### src/rtl/fifo_wr_arb_if.sv
// Requester-side and FIFO-write-side signals of the write-port arbiter.
// The master modport is the arbiter; the slave modport is the requesters and FIFO together.
interface fifo_wr_arb_if #(
  parameter int NREQ  = 4,
  parameter int DSIZE = 8
);
  localparam int IDW = $clog2(NREQ);

  logic [NREQ-1:0]       req_valid;
  logic [NREQ*DSIZE-1:0] req_data;
  logic [NREQ-1:0]       req_last;
  logic [NREQ-1:0]       req_ready;
  logic                  wfull;
  logic                  winc;
  logic [DSIZE-1:0]      wdata;
  logic                  gnt_valid;
  logic [IDW-1:0]        gnt_id;

  modport master (
    input  req_valid, req_data, req_last, wfull,
    output req_ready, winc, wdata, gnt_valid, gnt_id
  );

  modport slave (
    output req_valid, req_data, req_last, wfull,
    input  req_ready, winc, wdata, gnt_valid, gnt_id
  );
endinterface

### src/rtl/fifo_wr_arb.sv
// Round-robin burst arbiter that gives NREQ requesters exclusive use of a FIFO write port.
// A grant lasts until the granted requester's last beat or MAXBEATS beats, then one IDLE cycle follows.
module fifo_wr_arb #(
  parameter int NREQ     = 4,
  parameter int DSIZE    = 8,
  parameter int MAXBEATS = 16
) (
  input  logic          wclk,
  input  logic          wrst,
  fifo_wr_arb_if.master bus
);
  localparam int IDW = $clog2(NREQ);
  localparam int BW  = (MAXBEATS > 1) ? $clog2(MAXBEATS) : 1;

  typedef enum logic {IDLE, BURST} state_t;

  state_t         state_q, state_d;
  logic [IDW-1:0] gnt_id_q, gnt_id_d;
  logic [IDW-1:0] last_id_q, last_id_d;
  logic [BW-1:0]  beat_q, beat_d;

  logic           pick_found;
  logic [IDW-1:0] pick_id;
  logic [IDW-1:0] idx;
  logic           port_open;
  logic           winc_w;
  logic           release_w;

  // Descending scan so the smallest offset from last_id wins; IDW-bit adds wrap mod NREQ.
  always_comb begin
    pick_found = 1'b0;
    pick_id    = '0;
    idx        = '0;
    for (int k = NREQ; k >= 1; k--) begin
      idx = last_id_q + IDW'(k);
      if (bus.req_valid[idx]) begin
        pick_found = 1'b1;
        pick_id    = idx;
      end
    end
  end

  assign port_open = (state_q == BURST) && !bus.wfull;
  assign winc_w    = port_open && bus.req_valid[gnt_id_q];
  assign release_w = winc_w && (bus.req_last[gnt_id_q] || (beat_q == BW'(MAXBEATS - 1)));

  always_comb begin
    state_d   = state_q;
    gnt_id_d  = gnt_id_q;
    last_id_d = last_id_q;
    beat_d    = beat_q;
    case (state_q)
      IDLE: begin
        if (pick_found) begin
          state_d  = BURST;
          gnt_id_d = pick_id;
          beat_d   = '0;
        end
      end
      BURST: begin
        if (release_w) begin
          state_d   = IDLE;
          last_id_d = gnt_id_q;
        end else if (winc_w) begin
          beat_d = beat_q + BW'(1);
        end
      end
      default: state_d = IDLE;
    endcase
  end

  always_ff @(posedge wclk or posedge wrst) begin
    if (wrst) begin
      state_q   <= IDLE;
      gnt_id_q  <= '0;
      last_id_q <= IDW'(NREQ - 1);
      beat_q    <= '0;
    end else begin
      state_q   <= state_d;
      gnt_id_q  <= gnt_id_d;
      last_id_q <= last_id_d;
      beat_q    <= beat_d;
    end
  end

  assign bus.gnt_valid = (state_q == BURST);
  assign bus.gnt_id    = gnt_id_q;
  assign bus.req_ready = port_open ? (NREQ'(1) << gnt_id_q) : '0;
  assign bus.winc      = winc_w;
  assign bus.wdata     = (state_q == BURST) ? bus.req_data[gnt_id_q*DSIZE +: DSIZE] : '0;

endmodule
### src/flat_wrapper.sv
// flat-port wrapper written by rule: the top's interface ports become plain ports
module fifo_wr_arb_flat 
#(
  parameter int NREQ     = 4,
  parameter int DSIZE    = 8,
  parameter int MAXBEATS = 16
)
  (wclk, wrst, bus_req_valid, bus_req_data, bus_req_last, bus_wfull, bus_req_ready, bus_winc, bus_wdata, bus_gnt_valid, bus_gnt_id);
  fifo_wr_arb_if #(.NREQ(NREQ), .DSIZE(DSIZE)) bus_i ();
  input  logic wclk;
  input  logic wrst;
  input wire logic [$bits(bus_i.req_valid)-1:0] bus_req_valid;
  input wire logic [$bits(bus_i.req_data)-1:0] bus_req_data;
  input wire logic [$bits(bus_i.req_last)-1:0] bus_req_last;
  input wire logic [$bits(bus_i.wfull)-1:0] bus_wfull;
  output wire logic [$bits(bus_i.req_ready)-1:0] bus_req_ready;
  output wire logic [$bits(bus_i.winc)-1:0] bus_winc;
  output wire logic [$bits(bus_i.wdata)-1:0] bus_wdata;
  output wire logic [$bits(bus_i.gnt_valid)-1:0] bus_gnt_valid;
  output wire logic [$bits(bus_i.gnt_id)-1:0] bus_gnt_id;
  assign bus_i.req_valid = bus_req_valid;
  assign bus_i.req_data = bus_req_data;
  assign bus_i.req_last = bus_req_last;
  assign bus_i.wfull = bus_wfull;
  assign bus_req_ready = bus_i.req_ready;
  assign bus_winc = bus_i.winc;
  assign bus_wdata = bus_i.wdata;
  assign bus_gnt_valid = bus_i.gnt_valid;
  assign bus_gnt_id = bus_i.gnt_id;
  fifo_wr_arb #(.NREQ(NREQ), .DSIZE(DSIZE), .MAXBEATS(MAXBEATS)) u_core (.wclk(wclk), .wrst(wrst), .bus(bus_i));
endmodule
### config.mk
export PLATFORM = sky130hd
export DESIGN_NAME = fifo_wr_arb_flat
export DESIGN_NICKNAME = d
export VERILOG_FILES = /design/src/rtl/fifo_wr_arb_if.sv /design/src/rtl/fifo_wr_arb.sv /design/src/flat_wrapper.sv
export SDC_FILE = /design/constraint.sdc
export NUM_CORES = 1
export LEC_CHECK = 0
export BUFFER_PORTS_ARGS = -buffer_cell sky130_fd_sc_hd__buf_2
export CAP_MARGIN = 40
export CORE_MARGIN = 3
export CORE_UTILIZATION = 40
export CTS_CLUSTER_SIZE = 12
export DETAILED_ROUTE_END_ITERATION = 10
export PLACE_DENSITY = 0.77
export SYNTH_ARGS = -nofsm -noshare
export SYNTH_HDL_FRONTEND = slang
export SYNTH_SLANG_ARGS = --single-unit
### constraint.sdc
create_clock -name wclk -period 2.6 [get_ports wclk]
set_input_delay 0.13 -clock wclk [delete_from_list [all_inputs] [get_ports wclk]]
set_output_delay 0.13 -clock wclk [all_outputs]
set_load 0.02 [all_outputs]
### Word level (Yosys, flattened, before mapping)

Index checks and enable logic that the tools add are counted.

| word-level totals | value |
|---|---|
| flip-flop bits (word level) | 9 |
| memory bits (writable) | 0 |
| input port bits | 43 |
| output and inout bits | 16 |
| word-level logic and storage cells | 57 |
| memories kept | 0 |
| ROM bits | 0 |
| bits in latches | 0 |

| cells by class | value |
|---|---|
| reduce and logical (&&, ||, !) cells | 8 |
| $lt $le $gt $ge | 5 |
| multipliers | 0 |
| eq/ne operators | 4 |
| bitwise logic cells | 1 |
| multiplexer cells | 29 |
| shifts and indexed selects | 2 |
| divide/modulo/power cells | 0 |
| add/subtract/negate cells | 4 |

Operator list:

| operator | count |
|---|---|
| $shiftx 32x6->8 | 1 |
| $mux 4 | 4 |
| $lt 2x3->1 const B | 5 |
| $bmux 1 s2 | 6 |
| $mux 1 | 12 |
| $mux 2 | 4 |
| $mux 8 | 1 |
| $pmux 4 s2 | 1 |
| $add 2x2->2 const B | 2 |
| $add 4x1->4 const B | 1 |
| $eq 4x4->1 const B | 1 |
| $ne 2x2->1 const B | 2 |
| $reduce_and 2->1 | 2 |
| $shl 1x2->4 const A | 1 |
| $logic_and 1x1->1 | 3 |
| $reduce_and 3->1 | 1 |
| $add 2x1->2 const B | 1 |
| $ne 2x1->1 const B | 1 |
| $pmux 1 s2 | 1 |
| $logic_not 1->1 | 1 |
| $logic_or 1x1->1 | 1 |
| $not 1->1 | 1 |

### Logic depth before layout (Yosys ltp)

Gate-level depths: netlist of the first run.

| logic depth | value |
|---|---|
| depth in word-level cells | 8 |
| mapped depth | 5 |
| gate-level depth less buffers | 5 |

### Worst setup path after synthesis of the first run

No wires, ideal clock.

| timing path | value |
|---|---|
| path kind | reg2reg |
| start point | reg u_core.gnt_id_q[0] (netlist: u_core.bus.gnt_id[0]) |
| end point | reg u_core.beat_q[2] |
| data arrival time | 1.840 ns |
| data required time | 2.474 ns |
| library setup time | 0.126 ns |
| clock period less this slack | 1.966 ns |
| slack | 0.634 ns |
| cell stages (with the launch flop) | 6 |
| buffers on the path | 1 |
| cells stage by stage | dfrtp_1 -> buf_6 -> mux4_2 -> and3_4 -> nor3b_1 -> a221o_1 |

| on the way | value |
|---|---|
| cells in the longest elaborated chain, start to end | 6 |
| elaborated cells between the ends (all ways) | 10 |
| those cells by class | eq/ne (2); mux (4); reduce/logical (4) |

Ends and longest elaborated chain:

| what | RTL line | text |
|---|---|---|
| from (decl) | fifo_wr_arb.sv:18 | `logic [IDW-1:0] gnt_id_q, gnt_id_d;` |
| from (signal assigned) | fifo_wr_arb.sv:80 | `gnt_id_q <= gnt_id_d;` |
| $bmux 1 s2 (*) | fifo_wr_arb.sv:44 | `assign winc_w = port_open && bus.req_valid[gnt_id_q];` |
| $mux 1 (not written as such) (*) | fifo_wr_arb.sv:44 |  |
| $logic_and 1x1->1 (*) | fifo_wr_arb.sv:44 |  |
| net bus_winc | flat_wrapper.sv:17 | `output wire logic [$bits(bus_i.winc)-1:0] bus_winc;` |
| $logic_and 1x1->1 | fifo_wr_arb.sv:45 | `assign release_w = winc_w && (bus.req_last[gnt_id_q] \|\| (beat_q == BW'(MAXBEATS - 1)));` |
| $ne 2x2->1 (no source line) | -- |  |
| $reduce_and 3->1 (no source line) (*) | -- |  |
| to (signal assigned) | fifo_wr_arb.sv:82 | `beat_q <= beat_d;` |
| to (decl) | fifo_wr_arb.sv:20 | `logic [BW-1:0] beat_q, beat_d;` |

The timed path passes the listed nets; every way through them passes the cells marked *. The select of a mux whose other input is x is not followed.
A chain may end at the register's enable or synchronous reset.

### Worst setup path after layout of the first run

| timing path | value |
|---|---|
| start point | reg u_core.gnt_id_q[0] (netlist: u_core.bus.gnt_id[0]) |
| end point | reg u_core.beat_q[3] |

| on the way | value |
|---|---|
| cells in the longest elaborated chain, start to end | 6 |
| elaborated cells between the ends (all ways) | 10 |
| those cells by class | eq/ne (2); mux (4); reduce/logical (4) |

Ends and longest elaborated chain:

| what | RTL line |
|---|---|
| $bmux 1 s2, on equally long branches | fifo_wr_arb.sv:44, fifo_wr_arb.sv:45 |
| $mux 1, on equally long branches | fifo_wr_arb.sv:44, fifo_wr_arb.sv:45 |
| $logic_and 1x1->1 or $logic_or 1x1->1 (tied branches) | fifo_wr_arb.sv:44, fifo_wr_arb.sv:45 |
| $logic_and 1x1->1 | fifo_wr_arb.sv:45 |
| $ne 2x2->1 (no source line) | -- |
| $reduce_and 3->1 (no source line) (*) | -- |

Every way passes the cells marked *; elsewhere a longest branch is shown, timed or not. The select of a mux whose other input is x is not followed.

==> results.py, run 1 <==
metrics = {
    "outcome": {
        "status": "finished, final reports clean",
    },
    "placement": {
        "dp_hpwl_mm": 2.05,
        "port_buffers": 58,
        "gp_congestion": 0.882,
    },
    "setup_path": {
        "slowest_stage": "dfrtp_1",
        "crit_start": "u_core.bus.gnt_id[0]",
        "crit_chain": "mux4_2 -> o2111ai_4 -> o21ai_2 -> a221o_1",
        "r2r_setup_slack_ns": 0.48,
        "worstSetupPathType": "reg -> reg",
        "crit_required_ns": 2.74,
        "arrival_ns": 2.27,
        "critPathMaxStageDelay_ns": 0.62,
        "end_kind": "flip-flop",
        "rr_startpoint": "u_core.bus.gnt_id[0]",
        "cp-start-kind": "flip-flop",
        "crit_path_max_fanout": 8,
    },
    "synthesis": {
        "syn_area_um2": 845,
        "synth.ff_latch_count": 9,
        "synth_cell_types": 32,
        "ys.flop_type": "dfrtp_1",
        "yosysSeqAreaShare_pct": 27.0,
        "ys_top_cells_by_count": "10 x mux4_2, 8 x and2_1, 8 x nor2_1",
        "yosysTopAreaCellShare_pct": 26.7,
        "yosys_warnings": 0,
        "async_reset_ff_share_pct": 100,
        "synth_top_cells_by_area": "mux4_2 27%, dfrtp_1 21%, dfstp_2 6.2%",
        "postSynthCellCount": 78,
        "yosysTopAreaCell": "mux4_2",
        "syn_nets": 122,
        "synth.most_common_cell": "mux4_2",
        "syn_avg_cell_area_um2": 10.8,
        "synth-edff-count": 0,
    },
    "global_routing": {
        "grt_max_degree": 21,
        "grt_pass1_wl_mm": 3.93,
        "antenna_found_initial": 0,
        "grt_usage_pct": 19.8,
        "grt-ovfl-total": 0,
        "first_global_vias": 886,
    },
    "cts": {
        "cts_root_buffer": "clkbuf_4",
        "cts_buffers": 3,
        "cts_buffer_depth": 2,
        "clock_latency_ns": 0.26,
        "htree_num_levels": 1,
        "cts_resized": 0,
        "clkTransAtPathRegs_ns": 0.06,
        "cts.sinks": 9,
        "cts_tree": "done",
    },
    "timing": {
        "skew_ns": 0.00301,
        "slew_headroom_pct": 60.0,
        "hold_viol": 0,
        "rsz0062_at_grt": "false",
        "fin_setup_tns_ns": 0,
        "fin_crit_sh_pct": 81.7,
        "fmax_ghz": 0.471,
        "worst_pin_slew_ns": 0.600,
        "setup_violations": 0,
        "slew_viol_final": 0,
        "period_needed_ns": 2.12,
    },
    "cells_and_area": {
        "nNetsFinal": 183,
        "drive_gt1_share_pct": 58.0,
        "areaGrowthSynthToFinish_pct": 40.9,
        "ff_latch_area_um2": 228,
        "num_antenna_cells": 0,
        "n_fill_cell": 177,
        "multi_input_area_um2": 574,
    },
    "floorplanning": {
        "die-area_mm2": 0.00270,
        "num_rows": 15,
        "dieWidth_um": 52.0,
        "start_util_pct": 45.5,
        "die_h_um": 52.0,
        "coreArea_mm2": 0.00186,
        "ios": 59,
    },
    "drt": {
        "viasPerCell": 5.33,
        "wl_per_cell_um": 15.5,
        "postRouteWirelength_mm": 2.53,
        "drc_errors": 0,
        "vias": 869,
        "first_iter_violations": 16,
        "ant_nets": 0,
        "drtPass1Iterations": 4,
    },
    "pwr": {
        "p_leak_nw": 0.581,
        "peakVddDrop_uv": 535,
        "power.density_mw_per_mm2": 1060,
        "power_mw": 1.26,
    },
    "job": {
        "drv_cap": 0,
    },
    "min_path": {
        "min_from": "bus_wfull",
        "hold_class": "in -> reg",
    },
}
timing repair:
item / CTS / global route
setup buffers: 0 / 0
endpoints found under the hold margin: 7 / 0
hold buffers: 1 / 0
critical path, delay by kind of cell (launching register included):
| family | cells | cell delay [ns] |
|---|---|---|
| flops | 1 | 0.62 |
| compound gates | 3 | 0.78 |
| mux | 1 | 0.62 |
per-stage QoR:
stage | hold WS, ns | std cells | util (%) | instance area [um2] | setup WS [ns]
5_1_grt | 0.317 | 163 | 64.0 | 1190 | 0.316
3_3_place_gp | 0.104 | 158 | 62.1 | 1150 | 0.535
4_1_cts | 0.281 | 163 | 64.0 | 1190 | 0.445
6_report | 0.277 | 163 | 64.0 | 1190 | 0.475
3_5_place_dp | 0.107 | 158 | 62.1 | 1150 | 0.479
2_1_floorplan | -0.0435 | 78 | - | 845 | 0.634
logic make-up (layout without fill, tap and decap cells):
kind of cell / after synthesis / count (layout) / share of synthesized area [%]
AO/OA/AOI/OAI: 14 / 14 / 14.2
adder cells (fa/ha/maj): 1 / 1 / 1.48
buffers and inverters: 9 / 69 / 5.04
flip-flops: 9 / 9 / 27.0
multiplexers: 14 / 14 / 31.9
AND/OR/NAND/NOR: 31 / 31 / 20.4
cell type report:
cell class                 instances  area share (%)
inverter                           4            1.26
sequential                         9            19.1
tap                               25            2.63
clock buffer                       4            2.21
timing repair buffer              61            26.5
multi-input combinational         60            48.3
path summary, 6_finish.rpt:
path | end | cells past startpoint
worst max-delay path | u_core.beat_q[3] | 4
worst min-delay path | u_core.last_id_q[1] | 4
worst max register to register | u_core.beat_q[3] | 4
worst min register to register | u_core.last_id_q[1] | 2
max in group asynchronous | u_core.last_id_q[0] | 3
min in group asynchronous | u_core.beat_q[0] | 3
state kept, by name, indices dropped and copies added (netlist names):
signal and count:
u_core.beat_q 4, u_core.bus.gnt_id 2, u_core.bus.gnt_valid 1, u_core.last_id_q 2
cell usage in the layout (no fill, tap or decap), types with 2 or more instances in the layout:
cell / netlist / final
nand3_1: 2 / 2
a21oi_1: 3 / 3
buf_4: 0 / 2
nor3b_1: 2 / 2
a221o_1: 2 / 2
and2_1: 8 / 8
o21ai_0: 2 / 2
inv_1: 4 / 4
buf_2: 1 / 58
nor2_1: 8 / 8
mux2_2: 2 / 2
dfrtp_1: 7 / 7
nand2b_1: 3 / 3
clkbuf_4: 0 / 3
nand2_1: 3 / 3
mux4_2: 10 / 10
dfstp_2: 2 / 2
and3_1: 2 / 2
per-layer routing:
metal	track usage, %	vias up	routed length [um]
met4	2.18	0	12
met1	22.5	420	995
met2	37.7	31	1350
met5	0	-	0
li1	-	416	-
met3	4.87	2	175
report_power, final:
group | switching, mW | internal (mW)
logic | 0.396 | 0.412
clock network | 0.0498 | 0.0592
registers | 0.132 | 0.210
No activity file was read; power rests on OpenSTA's default activity.
==> inputs of run 2 (changes only) <==
- clock period: 2.6 -> 2.1 ns (I/O delays scaled with it)
==> run 2 against run 1 <==
- maximum frequency grew 12%
- count of clock-buffer cells in the layout did not move
- critical path depth stayed put
- wire length shrank 5.7%
- core utilization is 0.81 points higher
- final cell count grew 1.2%
- sequential power grew 7.0%
- power up 24%
- sequential share of layout area fell by 0.24 points
- critical path type unchanged
==> results.py, run 2 (synthesis gave the netlist of run 1 again) <==
metrics = {
    "outcome": {
        "status": "finished, final reports clean",
    },
    "placement": {
        "dp_hpwl_mm": 1.99,
        "gp_congestion": 0.856,
        "placedCellCount": 160,
        "port_buffers": 58,
    },
    "cells_and_area": {
        "mostFrequentLayoutCell": "buf_2",
        "areaGrowthSynthToFinish_pct": 42.7,
        "drive_gt1_share_pct": 58.6,
        "num_antenna_cells": 0,
        "nNetsFinal": 185,
        "finalNonFillerCells": 165,
        "largest_register": "u_core.beat_q",
        "mostFrequentLayoutCells": "58 x buf_2, 10 x mux4_2, 8 x nor2_1, 8 x and2_1, 7 x dfrtp_1",
        "n_fill_cell": 166,
        "largest_reg_flops": 4,
    },
    "setup_path": {
        "crit_required_ns": 2.24,
        "arrival_ns": 2.03,
        "crit_path_max_fanout": 5,
        "end_kind": "flip-flop",
        "worstSetupPathType": "reg -> reg",
        "cp-start-kind": "flip-flop",
    },
    "floorplanning": {
        "die_h_um": 52.0,
        "coreArea_mm2": 0.00186,
        "die-area_mm2": 0.00270,
        "num_rows": 15,
        "dieWidth_um": 52.0,
        "ios": 59,
        "start_util_pct": 45.5,
    },
    "timing": {
        "fin_setup_tns_ns": 0,
        "worst_pin_slew_ns": 0.445,
        "hold_viol": 0,
        "rsz0062_at_grt": "false",
        "fin_crit_sh_pct": 89.9,
        "slew_viol_final": 0,
        "skew_ns": 0.000758,
        "slew_headroom_pct": 70.3,
        "fmax_ghz": 0.529,
        "setup_violations": 0,
        "period_needed_ns": 1.89,
    },
    "drt": {
        "drc_errors": 0,
        "postRouteWirelength_mm": 2.39,
        "viasPerCell": 5.21,
        "wl_per_cell_um": 14.5,
        "vias": 859,
        "ant_nets": 0,
        "drtPass1Iterations": 4,
        "first_iter_violations": 20,
    },
    "global_routing": {
        "grt_usage_pct": 19.0,
        "grt_pass1_wl_mm": 3.82,
        "first_global_vias": 867,
        "antenna_found_initial": 0,
        "grt_max_degree": 17,
        "grt-ovfl-total": 0,
    },
    "cts": {
        "cts.sinks": 9,
        "cts_root_buffer": "clkbuf_4",
        "htree_num_levels": 1,
        "cts_setup_buffers": 0,
        "cts_buffers": 3,
        "cts_buffer_depth": 2,
        "cts_tree": "done",
        "clock_latency_ns": 0.26,
        "clkTransAtPathRegs_ns": 0.06,
    },
    "pwr": {
        "power.density_mw_per_mm2": 1300,
        "peakVddDrop_uv": 796,
        "p_leak_nw": 0.590,
    },
    "min_path": {
        "hold_class": "in -> reg",
    },
    "job": {
        "drv_cap": 0,
    },
}
## run 2: changes by cell type in the layout (fill, tap and decap cells not counted), sizes merged
| cell | delta |
|---|---|
| buf | +2 |
## run 2: area by class of cell
type,count,area [um2],area share [%]
clock buffers,4,26.3,2.18
inverters,4,15.0,1.25
multi-input cells,60,574,47.7
flip-flops and latches,9,228,18.9
well taps,25,31.3,2.60
repair buffers,63,330,27.4
## run 2: final timing paths
check	end	cells past startpoint	startpoint	slack, ns
worst min register to register	u_core.last_id_q[1]	2	u_core.last_id_q[1]	0.54
min in group asynchronous	u_core.bus.gnt_valid	3	wrst	0.34
worst min-delay path	u_core.last_id_q[1]	4	bus_wfull	0.24
worst max register to register	u_core.beat_q[3]	4	u_core.bus.gnt_id[0]	0.21
worst max-delay path	u_core.beat_q[3]	4	u_core.bus.gnt_id[0]	0.21
max in group asynchronous	u_core.last_id_q[0]	3	wrst	1.46
## run 2: per-stage QoR
step	hold slack [ns]	setup WS [ns]	cell area, um2	total power [mW]	utilization (%)
final	0.240	0.211	1200	1.57	64.8
after global routing	0.309	0.108	1200	1.67	64.8
after CTS	0.249	0.204	1200	1.57	64.8
after detailed placement	0.0780	0.218	1170	1.44	62.9
after global placement	0.0813	0.271	1170	1.41	62.9
after floorplan	-0.0685	0.134	845	1.14	-
## run 2: critical path, cell delays in order (launching register included)
cell and delay [ns]:
dfrtp_1 0.43, mux4_2 0.58, o2111ai_4 0.28, o21ai_2 0.13, a221o_1 0.36
## run 2: power breakdown
part / switching [mW] / internal [mW]
sequential: 0.104 / 0.261
clock: 0.0603 / 0.0732
combinational: 0.536 / 0.530
total: 0.700 / 0.865
## run 2: repair_timing
action,CTS,global route
endpoints found under the hold margin,7,0
gates resized for setup,0,0
hold buffers,1,0
## run 2: metal layers
layer	routed length, um	GRT usage, %
met5	0	0
met1	995	23.3
met4	24	4.80
met2	1200	32.4
met3	173	5.16
